`config.mk`:
```
export PLATFORM = sky130hd
export DESIGN_NAME = sseg_scan_driver_flat
export DESIGN_NICKNAME = d
export VERILOG_FILES = /design/src/rtl/sseg_scan_driver_if.sv /design/src/rtl/sseg_scan_driver.sv /design/src/flat_wrapper.sv
export SDC_FILE = /design/constraint.sdc
export NUM_CORES = 1
export LEC_CHECK = 0
export ABC_CLOCK_PERIOD_IN_PS = 2600
export BUFFER_PORTS_ARGS = -buffer_cell sky130_fd_sc_hd__clkbuf_2
export CORE_MARGIN = 3
export CORE_UTILIZATION = 53
export DETAILED_ROUTE_END_ITERATION = 8
export HOLD_SLACK_MARGIN = 0.08
export PLACE_DENSITY_LB_ADDON = 0.15
export SLEW_MARGIN = 20
export SYNTH_ARGS = -nofsm -noshare
export SYNTH_HDL_FRONTEND = slang
export SYNTH_SLANG_ARGS = --single-unit
export TNS_END_PERCENT = 5
```
`constraint.sdc`:
```
create_clock -name clk -period 2.6 [get_ports clk]
set_input_delay 0.52 -clock clk [delete_from_list [all_inputs] [get_ports clk]]
set_output_delay 0.52 -clock clk [all_outputs]
set_load 0.01 [all_outputs]
```
`src/rtl/sseg_scan_driver_if.sv`:
```
`default_nettype none
// ============================================================================
// Module      : sseg_scan_driver_if
// Description : Load handshake between a value producer and the
//               seven-segment scan driver.
//               data  : 14-bit binary value to display (0..9999 is legal)
//               valid : one-cycle load strobe, honoured only while busy = 0
//               busy  : binary-to-BCD conversion in progress
// Revision    : 1.0 - initial release
// ============================================================================
interface sseg_scan_driver_if;
    logic [13:0] data;
    logic        valid;
    logic        busy;

    // Producer side: drives the value and strobe, watches busy.
    modport master (
        output data,
        output valid,
        input  busy
    );

    // Driver side: consumes the value and strobe, reports busy.
    modport slave (
        input  data,
        input  valid,
        output busy
    );
endinterface
`default_nettype wire

```
`src/rtl/sseg_scan_driver.sv`:
```
`default_nettype none
// ============================================================================
// Module      : sseg_scan_driver
// Description : Four-digit seven-segment driver for the Basys3 display.
//               A slow divided clock (sclk), sampled as data in the clk
//               domain, paces the digit scan. A 14-bit binary value loaded
//               through a valid/busy handshake is converted to BCD by a
//               sequential double-dabble engine (14 shift cycles + 1 load
//               cycle). Values above 9999 show dashes on all digits.
// Ports       : clk  - system clock, the only clock
//               rst  - synchronous active-high reset
//               sclk - divided clock; each rising edge advances the scan
//               bus  - load handshake (data / valid / busy), slave side
//               an   - digit anodes, active-low, an[0] = rightmost digit
//               seg  - cathodes, active-low, seg[6:0] = g,f,e,d,c,b,a
// Parameters  : BLANK_LZ - 1 blanks leading-zero digits (digit 0 always lit)
// Revision    : 1.0 - initial release
// ============================================================================
module sseg_scan_driver #(
    parameter bit BLANK_LZ = 1'b1
) (
    input  wire logic              clk,
    input  wire logic              rst,
    input  wire logic              sclk,
    sseg_scan_driver_if.slave      bus,
    output logic [3:0]             an,
    output logic [6:0]             seg
);

    // ------------------------------------------------------------------------
    // Constants
    // ------------------------------------------------------------------------
    localparam logic [3:0]  C_LAST_ITER = 4'd13;      // 14 shift cycles: 0..13
    localparam logic [13:0] C_MAX_VALUE = 14'd9999;
    localparam logic [6:0]  C_SEG_BLANK = 7'b1111111;
    localparam logic [6:0]  C_SEG_DASH  = 7'b0111111;

    // ------------------------------------------------------------------------
    // Conversion FSM encoding
    // ------------------------------------------------------------------------
    typedef enum logic [1:0] {
        S_IDLE  = 2'd0,
        S_SHIFT = 2'd1,
        S_DONE  = 2'd2
    } state_t;

    state_t      state_q,    state_d;

    // ------------------------------------------------------------------------
    // Registered state
    // ------------------------------------------------------------------------
    logic        sclk_q,     sclk_d;
    logic [1:0]  idx_q,      idx_d;
    logic [13:0] bin_q,      bin_d;       // binary shift register
    logic [15:0] bcd_q,      bcd_d;       // BCD accumulator, 4 nibbles
    logic [3:0]  iter_q,     iter_d;      // shift iteration counter
    logic        ovf_pend_q, ovf_pend_d;  // out-of-range flag of captured value
    logic [15:0] disp_q,     disp_d;      // displayed BCD digits
    logic        ovf_q,      ovf_d;       // displayed value is out of range

    // ------------------------------------------------------------------------
    // Combinational helpers
    // ------------------------------------------------------------------------
    logic        rise;
    logic [15:0] bcd_adj;                 // accumulator after the +3 correction
    logic [3:0]  cur_digit;
    logic        cur_blank;

    // Rising edge of the divided clock, seen as a one-cycle pulse.
    assign rise = sclk & ~sclk_q;

    // Double-dabble correction: any nibble of 5 or more gets +3 so that the
    // following left shift carries correctly into the next decimal digit.
    // A nibble never exceeds 9 before correction, so no carry leaves a nibble.
    generate
        for (genvar g = 0; g < 4; g++) begin : g_bcd_adj
            assign bcd_adj[4*g +: 4] = (bcd_q[4*g +: 4] >= 4'd5)
                                       ? (bcd_q[4*g +: 4] + 4'd3)
                                       : bcd_q[4*g +: 4];
        end
    endgenerate

    // ------------------------------------------------------------------------
    // Sequential state
    // ------------------------------------------------------------------------
    always_ff @(posedge clk) begin
        // sclk is tracked through reset so the first cycle afterwards cannot
        // see a false rising edge when sclk is already high.
        sclk_q <= sclk_d;
        if (rst) begin
            state_q    <= S_IDLE;
            idx_q      <= 2'd0;
            bin_q      <= 14'd0;
            bcd_q      <= 16'd0;
            iter_q     <= 4'd0;
            ovf_pend_q <= 1'b0;
            disp_q     <= 16'd0;
            ovf_q      <= 1'b0;
        end else begin
            state_q    <= state_d;
            idx_q      <= idx_d;
            bin_q      <= bin_d;
            bcd_q      <= bcd_d;
            iter_q     <= iter_d;
            ovf_pend_q <= ovf_pend_d;
            disp_q     <= disp_d;
            ovf_q      <= ovf_d;
        end
    end

    // ------------------------------------------------------------------------
    // Scan index: one step per sclk rising edge, wraps naturally at 2 bits.
    // ------------------------------------------------------------------------
    always_comb begin
        sclk_d = sclk;
        idx_d  = idx_q;
        if (rise) begin
            idx_d = idx_q + 2'd1;
        end
    end

    // ------------------------------------------------------------------------
    // Conversion FSM: next state and datapath
    // ------------------------------------------------------------------------
    always_comb begin
        state_d    = state_q;
        bin_d      = bin_q;
        bcd_d      = bcd_q;
        iter_d     = iter_q;
        ovf_pend_d = ovf_pend_q;
        disp_d     = disp_q;
        ovf_d      = ovf_q;
        bus.busy   = 1'b0;

        case (state_q)
            S_IDLE: begin
                if (bus.valid) begin
                    bin_d      = bus.data;
                    bcd_d      = 16'd0;
                    iter_d     = 4'd0;
                    // The range decision is taken at capture time because the
                    // binary register is consumed by the shifting.
                    ovf_pend_d = (bus.data > C_MAX_VALUE);
                    state_d    = S_SHIFT;
                end
            end

            S_SHIFT: begin
                bus.busy = 1'b1;
                // {BCD, bin} shifted left by one after correction.
                bcd_d    = {bcd_adj[14:0], bin_q[13]};
                bin_d    = {bin_q[12:0], 1'b0};
                if (iter_q == C_LAST_ITER) begin
                    state_d = S_DONE;
                end else begin
                    iter_d  = iter_q + 4'd1;
                end
            end

            S_DONE: begin
                bus.busy = 1'b1;
                disp_d   = bcd_q;
                ovf_d    = ovf_pend_q;
                state_d  = S_IDLE;
            end

            default: begin
                state_d = S_IDLE;
            end
        endcase
    end

    // ------------------------------------------------------------------------
    // Digit selection and leading-zero detection for the active digit.
    // A digit k >= 1 is a leading zero when it and every higher digit are 0.
    // ------------------------------------------------------------------------
    always_comb begin
        cur_digit = 4'd0;
        cur_blank = 1'b0;
        case (idx_q)
            2'd0: begin
                cur_digit = disp_q[3:0];
                cur_blank = 1'b0;
            end
            2'd1: begin
                cur_digit = disp_q[7:4];
                cur_blank = (disp_q[15:4] == 12'd0);
            end
            2'd2: begin
                cur_digit = disp_q[11:8];
                cur_blank = (disp_q[15:8] == 8'd0);
            end
            default: begin
                cur_digit = disp_q[15:12];
                cur_blank = (disp_q[15:12] == 4'd0);
            end
        endcase
    end

    // ------------------------------------------------------------------------
    // Outputs: decoded purely from registered state.
    // ------------------------------------------------------------------------
    assign an = ~(4'b0001 << idx_q);

    always_comb begin
        seg = C_SEG_BLANK;
        if (ovf_q) begin
            seg = C_SEG_DASH;
        end else if (BLANK_LZ && cur_blank) begin
            seg = C_SEG_BLANK;
        end else begin
            case (cur_digit)
                4'd0:    seg = 7'b1000000;
                4'd1:    seg = 7'b1111001;
                4'd2:    seg = 7'b0100100;
                4'd3:    seg = 7'b0110000;
                4'd4:    seg = 7'b0011001;
                4'd5:    seg = 7'b0010010;
                4'd6:    seg = 7'b0000010;
                4'd7:    seg = 7'b1111000;
                4'd8:    seg = 7'b0000000;
                4'd9:    seg = 7'b0010000;
                default: seg = C_SEG_BLANK;
            endcase
        end
    end

endmodule
`default_nettype wire

```
`src/flat_wrapper.sv`:
```
// flat-port wrapper written by rule: the top's interface ports become plain ports
module sseg_scan_driver_flat 
#(
    parameter bit BLANK_LZ = 1'b1
)
  (clk, rst, sclk, an, seg, bus_data, bus_valid, bus_busy);
  sseg_scan_driver_if bus_i ();
  input  wire logic clk;
  input  wire logic rst;
  input  wire logic sclk;
  output logic [3:0] an;
  output logic [6:0] seg;
  input wire logic [$bits(bus_i.data)-1:0] bus_data;
  input wire logic [$bits(bus_i.valid)-1:0] bus_valid;
  output wire logic [$bits(bus_i.busy)-1:0] bus_busy;
  assign bus_i.data = bus_data;
  assign bus_i.valid = bus_valid;
  assign bus_busy = bus_i.busy;
  sseg_scan_driver #(.BLANK_LZ(BLANK_LZ)) u_core (.clk(clk), .rst(rst), .sclk(sclk), .bus(bus_i), .an(an), .seg(seg));
endmodule
```
==> results.sh, run 1 <==
export IMPL_outcome="finished with violations"
export IMPL_violations_in_the_final_reports="setup timing"
export IMPL_drv_slew=0
export IMPL_boundaryPins=30
export IMPL_rows=26
export IMPL_slowest_delay_ns=0.55
export IMPL_detail_route_wl_per_cell_um=13.9
export IMPL_yosys_warnings=0
export IMPL_totalPowerFinal_mw=1.99
export IMPL_cts_bufs_inserted=9
export IMPL_critical_path_slowest_cell="or4_1"
export IMPL_postCtsHoldBufs=0
export IMPL_detailedRoute_firstPassIterationCount=4
export IMPL_setup_viol=7
export IMPL_number_of_buffers_between_clock_root_and_the_deepest_sink=2
export IMPL_yosys_cell_types_count=37
export IMPL_synth_sequential_area_ratio_pct=37.9
export IMPL_antenna_found_initial=0
export IMPL_final_critical_path_setup_slack_ns=-0.219
export IMPL_drv_max_cap_violation_count=0
export IMPL_htreeDepth=3
export IMPL_critical_path_cell_chain="inv_4, ha_4, a222oi_1, a21oi_1, or4_1, nand3_2, a21o_1, clkbuf_2"
export IMPL_viasPerCell=5.49
export IMPL_timing_fmax_ghz=0.355
export IMPL_die_w_um=81.4
export IMPL_synth_edff_count=0
export IMPL_antenna_violating_nets_post_route=0
export IMPL_n_antenna_cell=0
export IMPL_met2RoutedLength_mm=2.85
export IMPL_synth_nets=390
export IMPL_power_frac_seq_pct=46.7
export IMPL_met3_length_um=272
export IMPL_leakage_power_nw=1.45
export IMPL_place_detailed_hpwl_mm=4.39
export IMPL_worstSetupEndpointType="output port"
export IMPL_vias=2530
export IMPL_critical_path_class="flop to output port"
export IMPL_gp_congestion=0.883
export IMPL_synth_top_cell_area_share_pct=37.9
export IMPL_rsz0062_at_grt="true"
export IMPL_synth_seq_cells=57
export IMPL_design_die_area_mm2=0.00662
export IMPL_vertical_die_dimension_um=81.4
export IMPL_netSwitchingFraction_pct=26.3
export IMPL_clkLatencyLatePin_ns=0.33
export IMPL_drive_above_1_share_pct=19.7
export IMPL_hold_path_class="primary input to flop"
export IMPL_grt_pass1_wl_mm=10.9
export IMPL_final_nets=425
export IMPL_arrival_ns=2.30
export IMPL_synth_async_sr_flop_share_pct=0
export IMPL_cts_tree="done"
export IMPL_max_vdd_ir_drop_mv=0.368
export IMPL_placement_io_buffers=29
export IMPL_synthFlopType="dfxtp_1"
export IMPL_power_density_cell_area_mw_per_mm2=558
export IMPL_netlist_top_cell_by_area="dfxtp_1"
export IMPL_initial_utilization_pct=56.8
export IMPL_internal_power_mw=1.47
export IMPL_mappedNetlistArea_mm2=0.00301
export IMPL_clock_sink_count=57
export IMPL_cts_root_buf="clkbuf_8"
export IMPL_worst_pin_slew_ns=0.633
export IMPL_dpl_worst_slack_ns=-0.0717
export IMPL_worst_setup_hold_path_clk_slew_ns=0.06
export IMPL_grt_use_total_pct=21.0
export IMPL_share_comb_of_total_power_pct=13.8
export IMPL_coreArea_mm2=0.00530
export IMPL_critical_path_peak_fanout=5
export IMPL_drcViolationCount=0
export IMPL_clock_power_share_pct=39.5
export IMPL_vias_in_the_first_global_route=2311
export IMPL_timing_final_crit_share_pct=108
export IMPL_worst_ep_required_ns=2.08
export IMPL_area_growth_syn_to_layout_pct=18.8
export IMPL_worst_setup_path_start_kind="flop"
export IMPL_wirelength_met1_mm=3.24
export IMPL_globalRouteOverflowTotal=0
export IMPL_syn_inst=351
export IMPL_drt_first_iter_violations=142
export IMPL_total_switching_power_mw=0.525
export IMPL_top_cells_by_area_synth="dfxtp_1 (38%), mux2i_1 (11%), ha_1 (8.7%)"
export IMPL_timing_clock_skew_ns=0.00632
export IMPL_timing_max_slew_rel_slack_pct=57.8
export IMPL_top_metal_layer_carrying_routed_signals="met4"
export IMPL_route_final_wire_length_mm=6.41
export IMPL_grt_start_max_net_pins=27
export IMPL_count_of_fill_cells_added_during_filler_insertion=432
export IMPL_synth_area_per_cell_um2=8.58
export IMPL_final_min_clock_period_ns=2.82
export IMPL_timing_final_hold_violations=0
-- logic make-up (layout without fill, tap and decap cells) --
family                     Yosys count  after routing  synth area share [%]
DFF                                 57             57                  37.9
muxes                               33             33                  11.0
AOI/OAI and AO/OA                   80             80                  17.8
xor gates and xnor gates            10             10                  2.91
and+or+nand+nor                    110            110                  16.5
buffers and inverters               40             80                  5.24
adders and majority gates           21             21                  8.73
-- metal layers --
layer	vias to the layer above	GRT usage [%]
li1	1310	-
met1	1170	29.2
met2	45	31.6
met3	5	4.32
met4	0	8.45
met5	-	0
-- critical path, delay by kind of cell, from the launching register on --
family                   cells  cell delay (ns)
adder cells (fa/ha/maj)      1             0.17
AO/OA/AOI/OAI                3             0.59
AND/OR/NAND/NOR              2             0.65
buffers and inverters        2             0.17
flip-flops                   1             0.39
-- flip-flops by register name, summed over array words and instances, names as in the netlist --
signal             count
u_core.iter_q          4
u_core.idx_q           2
u_core.bin_q          14
u_core.ovf_q           1
u_core.sclk_q          1
u_core.disp_q         16
u_core.ovf_pend_q      1
u_core.bcd_q          16
u_core.state_q         2
-- metrics by stage --
stage                     util [%]  area, µm²  hold slack (ns)  TNS, ns  std cells
after CTS                     66.7       3530            0.285    -1.18        461
after global routing          67.5       3580            0.292    -2.14        461
after detailed placement      61.3       3250            0.475   -0.274        443
final                         67.5       3580            0.302    -1.20        461
after floorplan                  -       3010            0.432        0        351
after global placement        61.3       3250            0.470        0        443
-- power by group through the flow --
stage          Combinational, mW  Clock, mW  Sequential (mW)
2_1_floorplan              0.188          0            0.944
3_3_place_gp               0.258          0            0.948
3_5_place_dp               0.264          0            0.950
4_1_cts                    0.276      0.808            0.931
5_1_grt                    0.311      0.839            0.935
6_report                   0.276      0.787            0.932
-- placed cells by master (no fill, tap or decap), drive strengths merged, types with 3 or more instances in the layout --
cell,synthesis,final
dfxtp,57,57
nor2,53,53
clkbuf,9,38
mux2i,33,33
inv,22,22
ha,21,21
a21oi,20,20
nand2,20,20
buf,9,18
a211oi,15,15
o21ai,12,12
a22oi,10,10
nand3,9,9
xnor2,8,8
nor3,7,7
a21o,6,6
nand2b,6,6
o211ai,4,4
nor2b,4,4
a32oi,3,3
-- layout make-up --
class / count / area (µm²) / area share (%)
multi-input cells: 254 / 1810 / 50.7
flip-flops and latches: 57 / 1150 / 32.1
repair buffers: 42 / 246 / 6.89
clock buffers: 14 / 183 / 5.11
inverters: 22 / 87.6 / 2.45
well taps: 70 / 87.6 / 2.45
clock inverters: 2 / 10.0 / 0.280
-- cells in the mapped netlist (2+ instances only) --
library cell / count
dfxtp_1: 57
nor2_1: 53
mux2i_1: 33
inv_1: 22
ha_1: 21
a21oi_1: 20
nand2_1: 20
a211oi_1: 15
o21ai_0: 12
a22oi_1: 10
clkbuf_1: 9
nand3_1: 9
xnor2_1: 8
nor3_1: 7
a21o_1: 6
buf_2: 6
nand2b_1: 6
nor2b_1: 4
o211ai_1: 4
a32oi_1: 3
buf_1: 3
a222oi_1: 2
a31oi_1: 2
and2b_2: 2
nand4_1: 2
nor4_1: 2
or4_1: 2
xor2_1: 2
-- timing repair --
action | in CTS | in global routing
resized for setup | 22 | 12
setup buffers | 2 | 0
pin swaps | 6 | 12
endpoints found under the setup margin | 7 | 7
-- worst paths after layout --
path                          start           endpoint  slack [ns]  cells past startpoint
setup reg to reg  u_core.state_q[0]    u_core.bcd_q[2]        0.62                      6
setup / recovery    u_core.idx_q[0]             seg[3]       -0.22                      8
hold reg to reg   u_core.ovf_pend_q  u_core.ovf_pend_q        0.50                      2
hold / removal                 sclk      u_core.sclk_q        0.30                      1
No activity file was read; power rests on OpenSTA's default activity.
==> run 2: changes to the inputs <==
Settings changed: ABC_CLOCK_PERIOD_IN_PS 2600 to 3500, CORE_UTILIZATION 53 to 63.
Clock period 2.6 ns to 3.5 ns, I/O delays scaled along.
==> run 2 against run 1 <==
The flow now finishes without violations; first-iteration DRC count is 2.1% higher; critical endpoint is now seg[0]; final cell count is 5.9% lower; flip-flop and latch count stayed put; largest power group unchanged; utilization is 8.7 points higher.
==> results.sh, run 2 (synthesis gave the netlist of run 1 again) <==
export IMPL_worst_pin_slew_ns=0.998
export IMPL_hold_path_class="flop to flop"
export IMPL_critical_path_slowest_cell="or4_1"
export IMPL_worst_setup_path_start_kind="flop"
export IMPL_vias=2550
export IMPL_detail_route_wl_per_cell_um=14.5
export IMPL_setup_viol=0
export IMPL_top_library_cells_by_usage_in_the_layout_fill_and_taps_aside="dfxtp_1 (57), nor2_1 (53), mux2i_1 (33), clkbuf_2 (28), inv_1 (22)"
export IMPL_critPathCapture="seg[0]"
export IMPL_antenna_found_initial=0
export IMPL_antenna_violating_nets_post_route=0
export IMPL_area_growth_syn_to_layout_pct=13.1
export IMPL_critical_path_peak_fanout=9
export IMPL_detailedRoute_firstPassIterationCount=4
export IMPL_drt_first_iter_violations=145
export IMPL_slowest_delay_ns=0.51
export IMPL_drive_above_1_share_pct=13.4
export IMPL_initial_utilization_pct=67.3
export IMPL_n_antenna_cell=0
export IMPL_worst_ep_required_ns=2.80
export IMPL_cts_tree="done"
export IMPL_hold_ws_ns=0.476
export IMPL_leakage_power_nw=1.40
export IMPL_rows=24
export IMPL_rr_startpoint="u_core.state_q[1]"
export IMPL_stdcell_count=434
export IMPL_boundaryPins=30
export IMPL_worstSetupEndpointType="output port"
export IMPL_drv_slew=0
export IMPL_critical_path_class="flop to output port"
export IMPL_sequential_cell_area_mm2=0.00114
export IMPL_drv_max_cap_violation_count=0
export IMPL_route_final_wire_length_mm=6.28
export IMPL_cts_bufs_inserted=9
export IMPL_clkLatencyLatePin_ns=0.33
export IMPL_power_density_cell_area_mw_per_mm2=457
export IMPL_grt_use_total_pct=23.9
export IMPL_design_die_area_mm2=0.00564
export IMPL_gp_congestion=0.849
export IMPL_cts_root_buf="clkbuf_8"
export IMPL_totalPowerFinal_mw=1.56
export IMPL_clock_sink_count=57
export IMPL_count_of_fill_cells_added_during_filler_insertion=334
export IMPL_die_w_um=75.1
export IMPL_layout_cells_most_common="dfxtp_1"
export IMPL_drcViolationCount=0
export IMPL_final_min_clock_period_ns=3.32
export IMPL_rsz0062_at_grt="false"
export IMPL_timing_fmax_ghz=0.301
export IMPL_place_detailed_hpwl_mm=4.16
export IMPL_dpl_cell_count=417
export IMPL_timing_max_slew_rel_slack_pct=33.5
export IMPL_globalRouteOverflowTotal=0
export IMPL_coreArea_mm2=0.00447
export IMPL_timing_clock_skew_ns=0.00321
export IMPL_vias_in_the_first_global_route=2306
export IMPL_outcome="finished, final reports clean"
export IMPL_timing_final_crit_share_pct=94.8
export IMPL_placement_io_buffers=29
export IMPL_final_nets=416
export IMPL_arrival_ns=2.62
export IMPL_ff2ff_setup_slack_ns=1.21
export IMPL_number_of_buffers_between_clock_root_and_the_deepest_sink=2
export IMPL_htreeDepth=3
export IMPL_crit_path_start="u_core.idx_q[0]"
export IMPL_vertical_die_dimension_um=75.1
export IMPL_area_occupied_by_multi_input_gates_mm2=0.00172
export IMPL_r2r_worst_path_cells=6
export IMPL_r2r_end="u_core.bcd_q[2]"
export IMPL_grt_start_max_net_pins=57
export IMPL_max_vdd_ir_drop_mv=0.358
export IMPL_critical_path_cell_chain="inv_1, ha_1, a222oi_1, a21oi_1, or4_1, nand3_1, a21o_1, clkbuf_2"
export IMPL_worst_setup_hold_path_clk_slew_ns=0.06
export IMPL_largestRegisters="u_core.bcd_q x16, u_core.disp_q x16, u_core.bin_q x14"
export IMPL_setup_tns_ns=0
export IMPL_grt_pass1_wl_mm=10.2
export IMPL_timing_final_hold_violations=0
export IMPL_viasPerCell=5.88
-- run 2: metrics by stage --
stage	instance area, µm²	utilization (%)	setup slack, ns
2_1_floorplan	3010	-	0.837
3_3_place_gp	3170	70.8	0.658
3_5_place_dp	3170	70.8	0.512
4_1_cts	3390	75.9	0.126
5_1_grt	3410	76.1	0.00239
6_report	3410	76.1	0.182
-- run 2: area by class of cell --
| cell class | count | share of cell area, % |
|---|---|---|
| Clock inverter | 1 | 0.882 |
| Tap cell | 52 | 1.91 |
| Inverter | 22 | 2.42 |
| Multi-Input combinational cell | 254 | 50.4 |
| Sequential cell | 57 | 33.5 |
| Timing Repair Buffer | 33 | 5.14 |
| Clock buffer | 15 | 5.77 |
-- run 2: worst max-delay path, delay by kind of cell (launching register included) --
kind	cells	cell delay (ns)
flops	1	0.42
simple gates	2	0.63
compound gates	3	0.75
buf+inv	2	0.22
fa+ha+maj	1	0.27
-- run 2: how the worst min path moves through the flow --
stage / endpoint / slack (ns) / startpoint / cells after the start
final: u_core.ovf_pend_q / 0.48 / u_core.ovf_pend_q / 2
after global routing: u_core.sclk_q / 0.46 / sclk / 1
after CTS: u_core.sclk_q / 0.46 / sclk / 1
after detailed placement: u_core.ovf_pend_q / 0.47 / u_core.ovf_pend_q / 2
after global placement: u_core.ovf_pend_q / 0.47 / u_core.ovf_pend_q / 2
after floorplan: u_core.ovf_pend_q / 0.43 / u_core.ovf_pend_q / 2
-- run 2: repair_timing --
action	CTS	global route
resized for setup	0	1
hold buffers	0	0
endpoints found under the setup margin	0	2
buffers inserted	0	1
-- run 2: per-layer routing --
layer	up-vias	wire length, µm	track usage (%)
met1	1191	3040	30.9
met2	57	2830	36.1
met4	0	99	12.3
met5	-	0	0
li1	1291	-	-
met3	11	305	7.21
-- run 2: where the power goes --
part	leakage [nW]	internal [mW]	switching, mW	total [mW]
Clock	0.116	0.427	0.246	0.673
Sequential	0.464	0.676	0.0163	0.692
Combinational	0.823	0.0749	0.117	0.192
==> run 3: changes to the inputs <==
Settings changed: PLACE_DENSITY set to 0.84, PLACE_DENSITY_LB_ADDON 0.15 to not set.
==> run 3 against run 2 <==
Die area stayed put; utilization hardly changed; via count is 0.35% lower; clock power is 7.3% higher; fmax is 0.94% higher; sequential share of layout area hardly changed; final cell count is 0.23% lower; flip-flop and latch count stayed put; critical path depth stayed put; largest power group is now the clock network.
==> results.sh, run 3 (synthesis gave the netlist of run 1 again) <==
export IMPL_vias=2541
export IMPL_count_of_fill_cells_added_during_filler_insertion=317
export IMPL_final_min_clock_period_ns=3.29
export IMPL_rsz0062_at_grt="false"
export IMPL_initial_utilization_pct=67.3
export IMPL_gp_congestion=0.929
export IMPL_setup_tns_ns=0
export IMPL_slowest_delay_ns=0.51
export IMPL_timing_final_crit_share_pct=93.9
export IMPL_drv_max_cap_violation_count=0
export IMPL_cts_setup_buffers=0
export IMPL_grt_pass1_wl_mm=10.9
export IMPL_cts_root_buf="clkbuf_8"
export IMPL_coreArea_mm2=0.00447
export IMPL_max_vdd_ir_drop_mv=0.353
export IMPL_placement_io_buffers=29
export IMPL_worst_setup_hold_path_clk_slew_ns=0.06
export IMPL_arrival_ns=2.59
export IMPL_dpl_worst_slack_ns=0.572
export IMPL_htreeDepth=3
export IMPL_drv_slew=0
export IMPL_drt_first_iter_violations=191
export IMPL_grt_start_max_net_pins=57
export IMPL_grt_use_total_pct=24.7
export IMPL_clkLatencyLatePin_ns=0.34
export IMPL_area_growth_syn_to_layout_pct=13.2
export IMPL_cts_tree="done"
export IMPL_vias_in_the_first_global_route=2458
export IMPL_timing_fmax_ghz=0.304
export IMPL_timing_clock_skew_ns=0.0109
export IMPL_outcome="finished, final reports clean"
export IMPL_top_library_cells_by_usage_in_the_layout_fill_and_taps_aside="dfxtp_1 (57), nor2_1 (53), mux2i_1 (33), clkbuf_2 (28), inv_1 (22)"
export IMPL_critical_path_peak_fanout=9
export IMPL_r2r_worst_path_cells=8
export IMPL_layout_cells_most_common="dfxtp_1"
export IMPL_globalRouteOverflowTotal=0
export IMPL_detail_route_wl_per_cell_um=14.4
export IMPL_largestRegisters="u_core.bcd_q x16, u_core.disp_q x16, u_core.bin_q x14"
export IMPL_setup_viol=0
export IMPL_hold_path_depth=1
export IMPL_worst_setup_path_start_kind="flop"
export IMPL_antenna_violating_nets_post_route=0
export IMPL_die_w_um=75.1
export IMPL_leakage_power_nw=1.40
export IMPL_place_detailed_hpwl_mm=4.21
export IMPL_power_density_cell_area_mw_per_mm2=471
export IMPL_route_final_wire_length_mm=6.25
export IMPL_design_die_area_mm2=0.00564
export IMPL_viasPerCell=5.87
export IMPL_antenna_found_initial=0
export IMPL_timing_final_hold_violations=0
export IMPL_rows=24
export IMPL_worst_ep_required_ns=2.80
export IMPL_drcViolationCount=0
export IMPL_worst_pin_slew_ns=1.01
export IMPL_clock_sink_count=57
export IMPL_n_antenna_cell=0
export IMPL_final_critical_path_setup_slack_ns=0.213
export IMPL_boundaryPins=30
export IMPL_timing_max_slew_rel_slack_pct=32.8
export IMPL_critical_path_buf_inv_count=2
export IMPL_cts_repair_resized=0
export IMPL_area_occupied_by_multi_input_gates_mm2=0.00171
export IMPL_cp_depth=8
export IMPL_worst_path_dominant_cell_family="compound AO/OA/AOI/OAI gates"
export IMPL_vertical_die_dimension_um=75.1
export IMPL_worstSetupEndpointType="output port"
export IMPL_critical_path_class="flop to output port"
export IMPL_critical_path_cell_chain="inv_1, ha_1, a222oi_1, a21oi_1, or4_1, nand3_1, a21o_1, clkbuf_2"
export IMPL_critical_path_slowest_cell="or4_1"
export IMPL_hold_path_class="primary input to flop"
export IMPL_postCtsHoldBufs=0
export IMPL_sequential_cell_area_mm2=0.00114
export IMPL_cts_bufs_inserted=9
export IMPL_number_of_buffers_between_clock_root_and_the_deepest_sink=2
export IMPL_final_nets=415
export IMPL_detailedRoute_firstPassIterationCount=4
export IMPL_drive_above_1_share_pct=13.1
## run 3: cell count changes in the layout (fill, tap and decap cells not counted), sizes merged
| cell | delta |
|---|---|
| buf | -1 |
| bufinv | +1 |
| clkbuf | -3 |
| clkinv | +2 |
## run 3: power breakdown
| group | internal [mW] | leakage, nW | switching, mW |
|---|---|---|---|
| sequential | 0.675 | 0.464 | 0.0164 |
| combinational | 0.0747 | 0.818 | 0.115 |
| clock | 0.459 | 0.123 | 0.263 |
| total | 1.21 | 1.40 | 0.395 |
## run 3: cell type report
| class | instances | area share, % |
|---|---|---|
| Clock buffer | 12 | 4.85 |
| Clock inverter | 4 | 2.17 |
| Inverter | 22 | 2.42 |
| Multi-Input combinational cell | 254 | 50.2 |
| Sequential cell | 57 | 33.5 |
| Tap cell | 52 | 1.91 |
| Timing Repair Buffer | 32 | 4.92 |
## run 3: final timing paths
path	startpoint	to	slack, ns
min reg2reg	u_core.ovf_pend_q	u_core.ovf_pend_q	0.49
max reg2reg	u_core.state_q[1]	u_core.iter_q[3]	1.29
min	sclk	u_core.sclk_q	0.48
max	u_core.idx_q[0]	seg[0]	0.21
## run 3: per-stage QoR
step	utilization, %	hold WS, ns	instances	total power, mW	area [µm²]
2_1_floorplan	-	0.432	351	0.841	3010
3_3_place_gp	70.8	0.456	417	0.890	3170
3_5_place_dp	70.8	0.469	417	0.895	3170
4_1_cts	76.1	0.474	433	1.61	3410
5_1_grt	76.1	0.472	433	1.67	3410
6_report	76.1	0.477	433	1.60	3410
## run 3: per-layer routing
layer	wire length (µm)	vias to the layer above	track usage, %
met5	0	-	0
met2	3110	57	41.1
met4	99	0	10.3
met3	245	14	4.67
li1	-	1284	-
met1	2800	1186	31.3
